--- src/rtl/mem_access.sv ---
`default_nettype none
// ============================================================================
// Module   : mem_access
// Purpose  : RV64 memory-access stage. Issues one valid/ready data-memory
//            transaction per load/store and stalls the pipe until it retires.
// Revision : 1.0
// ============================================================================
module mem_access #(
    parameter int TIMEOUT_W = 8
) (
    input  logic        clk,
    input  logic        rst,
    input  logic [63:0] me_alu_result,
    input  logic        me_mem_read,
    input  logic        me_mem_write,
    input  logic [1:0]  me_mem_size,
    input  logic [63:0] me_store_data,
    input  logic        me_advance,
    input  logic        me_flush,
    output logic [63:0] me_mem_data,
    output logic [7:0]  me_mem_byte_enable,
    output logic        stall_req,
    output logic        misalign_exc,
    output logic        bus_err,
    output logic        dmem_req_valid,
    input  logic        dmem_req_ready,
    output logic [63:0] dmem_addr,
    output logic        dmem_wen,
    output logic [7:0]  dmem_wmask,
    output logic [63:0] dmem_wdata,
    input  logic        dmem_rsp_valid,
    input  logic [63:0] dmem_rdata
);

    localparam logic [1:0] c_IDLE = 2'd0;
    localparam logic [1:0] c_REQ  = 2'd1;
    localparam logic [1:0] c_RSP  = 2'd2;
    localparam logic [1:0] c_DONE = 2'd3;

    // Last count value before saturation: the 2^W-1'th RSP cycle fires.
    localparam logic [TIMEOUT_W-1:0] c_CNT_LAST = {{(TIMEOUT_W-1){1'b1}}, 1'b0};

    logic [1:0]           r_state;
    logic [63:0]          r_data;
    logic                 r_kill;
    logic [TIMEOUT_W-1:0] r_cnt;
    logic                 r_bus_err;

    logic [2:0] w_a;
    logic [7:0] w_mask;
    logic       w_mis_addr;
    logic       w_rw;
    logic       w_misalign;
    logic       w_access;
    logic       w_start;
    logic       w_kill_now;

    assign w_a = me_alu_result[2:0];

    always_comb begin
        w_mask = 8'hFF;
        case (me_mem_size)
            2'd0:    w_mask = 8'h01 << w_a;
            2'd1:    w_mask = 8'h03 << w_a;
            2'd2:    w_mask = 8'h0F << w_a;
            default: w_mask = 8'hFF;
        endcase
    end

    always_comb begin
        w_mis_addr = 1'b0;
        case (me_mem_size)
            2'd0:    w_mis_addr = 1'b0;
            2'd1:    w_mis_addr = w_a[0];
            2'd2:    w_mis_addr = |w_a[1:0];
            default: w_mis_addr = |w_a;
        endcase
    end

    assign w_rw       = me_mem_read | me_mem_write;
    assign w_misalign = w_rw & w_mis_addr;
    assign w_access   = w_rw & ~w_mis_addr;
    assign w_start    = w_access & ~me_flush;
    assign w_kill_now = r_kill | me_flush;

    always_ff @(posedge clk or posedge rst) begin
        if (rst) begin
            r_state   <= c_IDLE;
            r_data    <= 64'd0;
            r_kill    <= 1'b0;
            r_cnt     <= '0;
            r_bus_err <= 1'b0;
        end else begin
            r_bus_err <= 1'b0;
            case (r_state)
                c_IDLE: begin
                    r_kill <= 1'b0;
                    r_cnt  <= '0;
                    if (w_start) r_state <= c_REQ;
                end
                c_REQ: begin
                    if (me_flush) r_kill <= 1'b1;
                    if (dmem_req_ready) r_state <= c_RSP;
                end
                c_RSP: begin
                    if (dmem_rsp_valid || r_cnt == c_CNT_LAST) begin
                        r_data    <= dmem_rsp_valid ? dmem_rdata : 64'd0;
                        r_bus_err <= ~dmem_rsp_valid;
                        r_cnt     <= '0;
                        r_kill    <= 1'b0;
                        // A killed access retires straight to IDLE, skipping DONE.
                        r_state   <= w_kill_now ? c_IDLE : c_DONE;
                    end else begin
                        r_cnt <= r_cnt + TIMEOUT_W'(1);
                        if (me_flush) r_kill <= 1'b1;
                    end
                end
                default: begin
                    if (me_advance || me_flush) r_state <= c_IDLE;
                end
            endcase
        end
    end

    assign me_mem_data        = r_data;
    assign me_mem_byte_enable = w_mask;
    assign misalign_exc       = w_misalign;
    assign bus_err            = r_bus_err;
    assign dmem_req_valid     = (r_state == c_REQ);
    assign dmem_addr          = {me_alu_result[63:3], 3'b000};
    assign dmem_wen           = me_mem_write;
    assign dmem_wmask         = me_mem_write ? w_mask : 8'h00;
    assign dmem_wdata         = me_store_data << {w_a, 3'b000};

    assign stall_req = ~rst & (((r_state == c_IDLE) & w_start) |
                               (r_state == c_REQ) | (r_state == c_RSP));

endmodule
`default_nettype wire

--- config.mk ---
export PLATFORM = sky130hd
export DESIGN_NAME = mem_access
export DESIGN_NICKNAME = d
export VERILOG_FILES = /design/src/rtl/mem_access.sv
export SDC_FILE = /design/constraint.sdc
export NUM_CORES = 1
export LEC_CHECK = 0
export CAP_MARGIN = 20
export CORE_AREA = 10 10 152 154
export DETAILED_ROUTE_END_ITERATION = 12
export DIE_AREA = 0 0 162 164
export PLACE_DENSITY = 0.77
export SLEW_MARGIN = 15
export SYNTH_ARGS = -nofsm -noshare
export SYNTH_HDL_FRONTEND = slang
export SYNTH_SLANG_ARGS = --single-unit
--- constraint.sdc ---
create_clock -name clk -period 2.4 [get_ports clk]
set_clock_uncertainty 0.1 [all_clocks]
set_input_delay 0.36 -clock clk [delete_from_list [all_inputs] [get_ports clk]]
set_output_delay 0.36 -clock clk [all_outputs]
set_load 0.01 [all_outputs]
==> metrics.md <==
| Metric | Value |
|---|---|
| Nets | 1100 |
| Max-slew violations | 0 |
| Final std cells w/o fill | 1163 |
| Mean Syn Cell Area | 9.09 sq um |
| Residual DRC | 0 |
| CTS tree | done |
| Final ANT Viol Nets | 0 |
| Worst slew pin tran | 0.685 ns |
| Status | finished, final reports clean |
| Core area | 20000 sq um |
| Starting Density | 0.278 |
| Die area | 26600 sq um |
| Synth top area share | 0.341 |
| CP Class | in2out |
| Mapped Area | 5580 sq um |
| Post-synth cell types | 45 |
| Clk sinks | 76 |
| Post-synth EDFFs | 0 |
| ANT cells | 0 |
| Via-per-instance ratio | 4.91 |
| Wire length per cell | 19.2 um |
| Antenna violations before repair | 0 |
| Vias | 5707 |
| Largest area contributor in the netlist | dfrtp_1 |
| Asr flop ratio synth | 1.00 |
| Cell Pwr Density | 772 nW/um^2 |
| Maxcap violations | 0 |
| Main area contributors after synthesis | dfrtp_1 (34%), mux2i_1 (12%), a22o_1 (10%) |
| Final wirelength | 22.4 mm |
| Total Routing Usage GR | 0.159 |
| Max Fanout on Critical Path | 3 |
| # rows | 52 |
| Count leader, synth | dfrtp_1 |
| Clk Latency, worst-skew pair | 0.33 ns |
| Layout cell share with drive strength beyond 1 | 0.171 |
| CTS Hold Buffers Added | 0 |
| Die Span Y | 164 um |
| Vias in the first global route | 6052 |
| Top FF cell, synth | dfrtp_1 |
| Critical path data arrival time | 1.88 ns |
| Flops & latches, synth | 76 |
| Post-DP HPWL | 17.8 mm |
| Total gr overflow | 0 |
| Final GP Congestion | 0.889 |
| Reg clk slew, reported paths | 0.06 ns |
| 1st-pass router iterations | 5 |
| P_leak | 4.47 nW |
| Largest net degree at the start of global routing | 65 |
| Rel. slew slack | 0.543 |
| CTS Buffer Depth | 2 |
| Placed cell count | 1146 |
| Initial drt markers | 261 |
| Startpoint types | primary input |
| Sequential share of the synthesized area | 0.341 |
| I/O Buffers | 289 |
| FMAX | 427 MHz |
| Setup-failing EPs final | 0 |
| WP data required | 1.94 ns |
| Setup_tns | 0 ns |
| DIE WIDTH | 162 um |
| Post-route clock period utilization | 0.977 |
| VDD IR-drop max | 603 uV |
| First-pass GRT wire length | 34.0 mm |
| Endpoint class of the critical path | output pin |
| Root Driver | clkbuf_16 |
| IO Count | 415 |
| Hold Fails Final Rpt | 0 |
| CTS buffer count | 9 |
| Placement Cell Area | 8850 sq um |
| H-tree depth | 3 |
| Area Overhead vs Synth | 67.3% |
| Ys Warns | 0 |
| Worst Hold Class | in2async |
| Tmin final | 2.34 ns |
| Finished Cell Area | 9340 sq um |
| Mapped Cells | 614 |
| Post-synth top cells | dfrtp_1 (76), buf_4 (70), a22o_1 (65), mux2i_1 (65), nor2_1 (58) |
worst max-delay path, stage by stage:
cell,delay (ns)
clkdlybuf4s50_1,0.49
mux2_2,0.31
o21ai_2,0.18
nor2_1,0.06
clkdlybuf4s50_1,0.49
worst paths after layout:
check | start | end | slack (ns) | depth (start not counted)
min in group clk | me_mem_data[28] | me_mem_data[28] | 0.40 | 1
worst min register to register | me_mem_data[28] | me_mem_data[28] | 0.40 | 1
max in group asynchronous | rst | me_mem_data[22] | 1.41 | 3
worst min-delay path | rst | r_state[0] | 0.40 | 3
worst max register to register | r_state[0] | me_mem_data[40] | 0.27 | 6
worst max-delay path | me_store_data[10] | dmem_wdata[26] | 0.06 | 5
flip-flops by register name, summed over array words and instances, names as in the netlist:
signal and count:
me_mem_data 64, bus_err 1, r_kill 1, r_state 2, r_cnt 8
placed cells by master (no fill, tap or decap), drive strengths merged, types with 2 or more instances in the layout:
cell type      synthesis  layout
a211o                  2       2
a21o                   5       5
a21oi                 30      30
a22o                  65      65
and2                  19      19
and3                   2       2
buf                  100      85
bufinv                 0       3
clkbuf                10      13
clkdlybuf4s15          0       2
clkdlybuf4s50          0     226
conb                   1       3
dfrtp                 76      76
dlygate4sd2            0      29
dlymetal6s2s           0      25
ha                    10      10
inv                   12      16
mux2                  24      24
mux2i                 65      65
nand2                 36      36
nand2b                 2       2
nand3                  4       4
nor2                  58      58
nor2b                  3       3
nor3                   6       6
nor4                   2       2
o211ai                 6       6
o21ai                 39      39
o22ai                 18      18
o2bb2ai                4       4
or3                    3       3
xnor2                  2       2
metrics by stage:
| step | util | hold slack (ns) | worst slack, ns | power, mW |
|---|---|---|---|---|
| floorplan | - | 0.385 | 0.00167 | 3.71 |
| global placement | 0.442 | 0.382 | -0.561 | 5.59 |
| detailed placement | 0.442 | 0.381 | -0.531 | 5.63 |
| CTS | 0.460 | 0.403 | 0.000613 | 7.28 |
| global route | 0.466 | 0.412 | -0.00931 | 7.64 |
| finish | 0.466 | 0.397 | 0.0553 | 7.21 |
report_power, final:
part | leakage [nW] | internal (mW) | switching, mW | total [mW]
clock | 0.174 | 1.04 | 0.570 | 1.61
combinational | 3.33 | 1.97 | 1.49 | 3.46
sequential | 0.968 | 1.81 | 0.335 | 2.14
logic make-up (layout without fill, tap and decap cells):
family | after synthesis | after routing | share of synthesized area
compound gates | 173 | 173 | 0.216
xor+xnor | 3 | 3 | 0.00471
fa+ha+maj | 10 | 10 | 0.0224
buf+inv | 122 | 399 | 0.135
flops | 76 | 76 | 0.341
mux | 89 | 89 | 0.165
other cells | 1 | 3 | 0.000672
simple gates | 140 | 140 | 0.115
per-layer routing:
layer	vias to the layer above	track usage	wire length, um
met5	-	0	0
met4	0	0.0567	591
met3	40	0.0693	2310
met2	288	0.260	10400
met1	2700	0.182	9080
li1	2679	-	-
layout make-up:
| class | instances | area, sq um |
|---|---|---|
| sequential | 76 | 1900 |
| inverter | 12 | 45.0 |
| clock inverter | 7 | 130 |
| tap | 270 | 338 |
| fill | 1874 | 10700 |
| clock buffer | 9 | 225 |
| multi-input combinational | 418 | 3050 |
| timing repair buffer | 371 | 3650 |
what timing repair did:
item	in CTS	in global routing
resized for setup	53	49
setup buffers	0	1
pin swaps	4	4
endpoints found under the setup margin	41	44
Power figures use the tool's default switching activity.
==> variant 1, RTL diff (config.mk and constraints unchanged) <==
The parameter `TIMEOUT_W` goes from 8 to 6.
--- a/src/rtl/mem_access.sv
+++ b/src/rtl/mem_access.sv
@@ -7,5 +7,5 @@
 // ============================================================================
 module mem_access #(
-    parameter int TIMEOUT_W = 8
+    parameter int TIMEOUT_W = 6
 ) (
     input  logic        clk,
Formal check against the unedited RTL: same outputs for any inputs over 4 cycles, from zero or initial values and one cycle with rst high; that may be too few to reach the edited logic, so the function may still have changed.
==> variant 1 against the original RTL <==
Cell area shrank 4.0%. Clock power down 11%. Non-clock buffer count increased by 3. Total power decreased by 3.2%. Global-route usage is 0.73 points lower. Sequential cell count down 2. Synthesized area shrank 3.9%. Routed wire length fell by 4.1%. Setup slack got worse by 14 ps. Die area is the same.
==> variant 1: results (changes against the original RTL) <==
Post-synth top cells dfrtp_1 (74), buf_4 (72), a22o_1 (65); DR WL met2 9910 um (-4.7%); DRT iter0 DRCs 283 (+8.4%); WL met1 8420 um (-7.3%); met3 GRT Util 0.0758 (+0.00651); CP max FO 7 (+4); Leak 0.00414 uW (-7.4%); R2R setup slack 250 ps (-20 ps); VDD IR max 0.000364 V (-40%); gr usage total 0.152 (-0.00735); met3 WL 2540 um (+10%); unique cell type count in the Yosys netlist 49 (+8.9%); vias per inst 4.81 (-2.0%); status completed; Clock buf/inv share 0.0364 (-0.00163); Area after DPL 0.00862 mm^2 (-2.7%); Fmax 0.424 GHz (-0.61%); Non-Clock Buffer Count 374 (+0.81%); Critical path origin me_alu_result[2]; post-DP HPWL 17800 um (-0.38%); hold_ws 379 ps (-18.0 ps); Power Density 778 mW/mm^2 (+0.84%); fin util 0.447 (-0.0185); fraction of area in multi-input gates 0.314 (-0.0124); met2 usage 0.246 (-0.0133); post_cts resized 71 (+34%); share of layout cells above drive strength 1 0.177 (+0.00548); post-CTS setup buffers 1 (+1); FF-to-FF End r_state[0]; clock group share of total power 0.206 (-0.017); vias post-DR 5403 (-5.3%); top cells by area, synth dfrtp_1 (35%), a22o_1 (11%), buf_4 (10%); syn_area_per_cell 9.37 um^2 (+3.1%); P_int 4700 uW (-2.4%); sequential-to-total area share from yosys stat 0.345 (+0.00466); worst setup path end dmem_wdata[8]
variant 1: changes by cell type in the layout (fill, tap and decap cells not counted), sizes merged, moves of 4 or more:
cell / delta
o22ai: -10
o21ai: -9
mux4: +10
a31oi: +4
o32ai: +4
clkdlybuf4s50: -7
nand2: -4
mux2: -9
mux2i: -22
nor2b: +4
dlymetal6s2s: -12
dlygate4sd2: +20
variant 1: critical path, stage by stage:
cell and delay [ps]:
dlygate4sd2_1 270, buf_4 150, or2_4 280, buf_12 140, nor2_1 130, clkdlybuf4s50_1 560
variant 1: cells by family (layout without fill, tap and decap cells):
group / Yosys count / after routing / synth area share
adders and majority gates: 9 / 9 / 0.0210
muxes: 68 / 68 / 0.154
AOI/OAI and AO/OA: 160 / 160 / 0.218
and+or+nand+nor: 137 / 137 / 0.119
buffers and inverters: 122 / 402 / 0.140
DFF: 74 / 74 / 0.345
other: 1 / 3 / 0.000700
xor gates and xnor gates: 1 / 1 / 0.00163
==> variant 2, RTL diff (same flow settings) <==
Without the edit above. Register the output `bus_err` once more, with the module's reset; this adds one clock of latency there. The other outputs are not delayed to match.
--- a/src/rtl/mem_access.sv
+++ b/src/rtl/mem_access.sv
@@ -126,5 +126,11 @@
     assign me_mem_byte_enable = w_mask;
     assign misalign_exc       = w_misalign;
-    assign bus_err            = r_bus_err;
+    always_ff @(posedge clk or posedge rst) begin
+        if (rst) begin
+            bus_err <= '0;
+        end else begin
+            bus_err <= r_bus_err;
+        end
+    end
     assign dmem_req_valid     = (r_state == c_REQ);
     assign dmem_addr          = {me_alu_result[63:3], 3'b000};
Check against the original RTL: no difference found for any inputs over 4 cycles, from zero or initial values and one cycle with rst high; that may be too few to reach the edited logic, so the function may still have changed.
==> variant 2 against the original RTL <==
Total power fell by 2.9%. Sequential share of layout area rose by 0.38 points. Routed wire length rose by 2.8%. Sequential cell count rose by 1. Non-clock buffer count fell by 3. Synthesized area rose by 2.6%. Core utilization fell by 0.24 points. Die area did not move. Cell area fell by 0.52%. Setup slack got worse by 39 ps. Final cell count fell by 0.43%. Hold slack got worse by 150 ps. Critical endpoint is now dmem_wdata[50]. Largest cell class unchanged.
==> variant 2: results (changes against the original RTL) <==
Post-synth top cells dfrtp_1 (77), buf_4 (73), a22o_1 (64); DRT iter0 DRCs 325 (+25%); global-route wire length before repair 34200 um (+0.53%); VDD IR max 0.000410 V (-32%); nets@finish 1094 (-0.55%); met3 GRT Util 0.0596 (-0.00976); routability cong. 0.880 (-1.0%); share of layout cells above drive strength 1 0.166 (-0.00561); syn_area_per_cell 9.37 um^2 (+3.1%); Worst EP arrival 1920 ps (+40 ps); Hold WC Path Type register to register; FF-to-FF End r_state[0]; Least-Margin Pin Slew 667 ps (-18.7 ps); top cells by area, synth dfrtp_1 (34%), mux2i_1 (10%), a22o_1 (9.8%); share of power burned in registers 0.303 (+0.006); NetSw 2360 uW (-1.1%); status completed; dpl ws -603 ps (-72.0 ps); power in the clock group 1280 uW (-20%); met3 WL 2190 um (-5.3%); worst setup path end dmem_wdata[50]; Filler Cell Count 1887 (+0.69%); post-DP HPWL 18700 um (+5.2%); met2 usage 0.282 (+0.0223); initial antenna violation count 1 (+1); DR pass1 iterations 4 (-1); Reg2Reg Depth 7 (+1); period utilization 0.993 (+0.0162); R2R setup slack 290 ps (+20 ps)
variant 2: timing repair:
| action | CTS | global route |
|---|---|---|
| endpoints found under the setup margin | 60 | 41 |
| hold buffers | 0 | 0 |
| endpoints found under the hold margin | 0 | 0 |
| pin swaps | 0 | 1 |
| gates resized for setup | 40 | 41 |
| buffers inserted | 1 | 1 |
variant 2: critical path, cell delays in order:
cell             delay (ps)
clkdlybuf4s50_1         480
mux2i_2                 220
nor2_1                   60
a21oi_1                 210
o21ai_1                 100
clkdlybuf4s50_1         490
variant 2: worst min path at each step:
| stage | startpoint | to | slack, ps | cells past startpoint |
|---|---|---|---|---|
| floorplan | r_bus_err | bus_err | 230 | 0 |
| global placement | r_bus_err | bus_err | 230 | 0 |
| detailed placement | r_bus_err | bus_err | 240 | 0 |
| CTS | r_bus_err | bus_err | 250 | 0 |
| global route | r_bus_err | bus_err | 250 | 0 |
| finish | r_bus_err | bus_err | 250 | 0 |
variant 2: layout make-up:
class                           count  share of cell area
Multi-Input combinational cell    412               0.330
Sequential cell                    77               0.207
Clock inverter                      4             0.00323
Inverter                           14             0.00606
Timing Repair Buffer              368               0.389
Antenna cell                        1            0.000269
Clock buffer                       12              0.0276
Tap cell                          270              0.0364
variant 2: stage by stage:
stage	cell area, um^2	utilization
2_1_floorplan	5740	-
3_3_place_gp	8880	0.443
3_5_place_dp	8880	0.443
4_1_cts	9190	0.458
5_1_grt	9290	0.463
6_report	9290	0.463
variant 2: logic make-up after synthesis:
logic type / synth area share
flip-flops: 0.336
AND/OR/NAND/NOR: 0.112
AO/OA/AOI/OAI: 0.223
adder cells (fa/ha/maj): 0.0218
multiplexers: 0.158
XOR/XNOR: 0.00459
buffers and inverters: 0.143
other: 0.000655
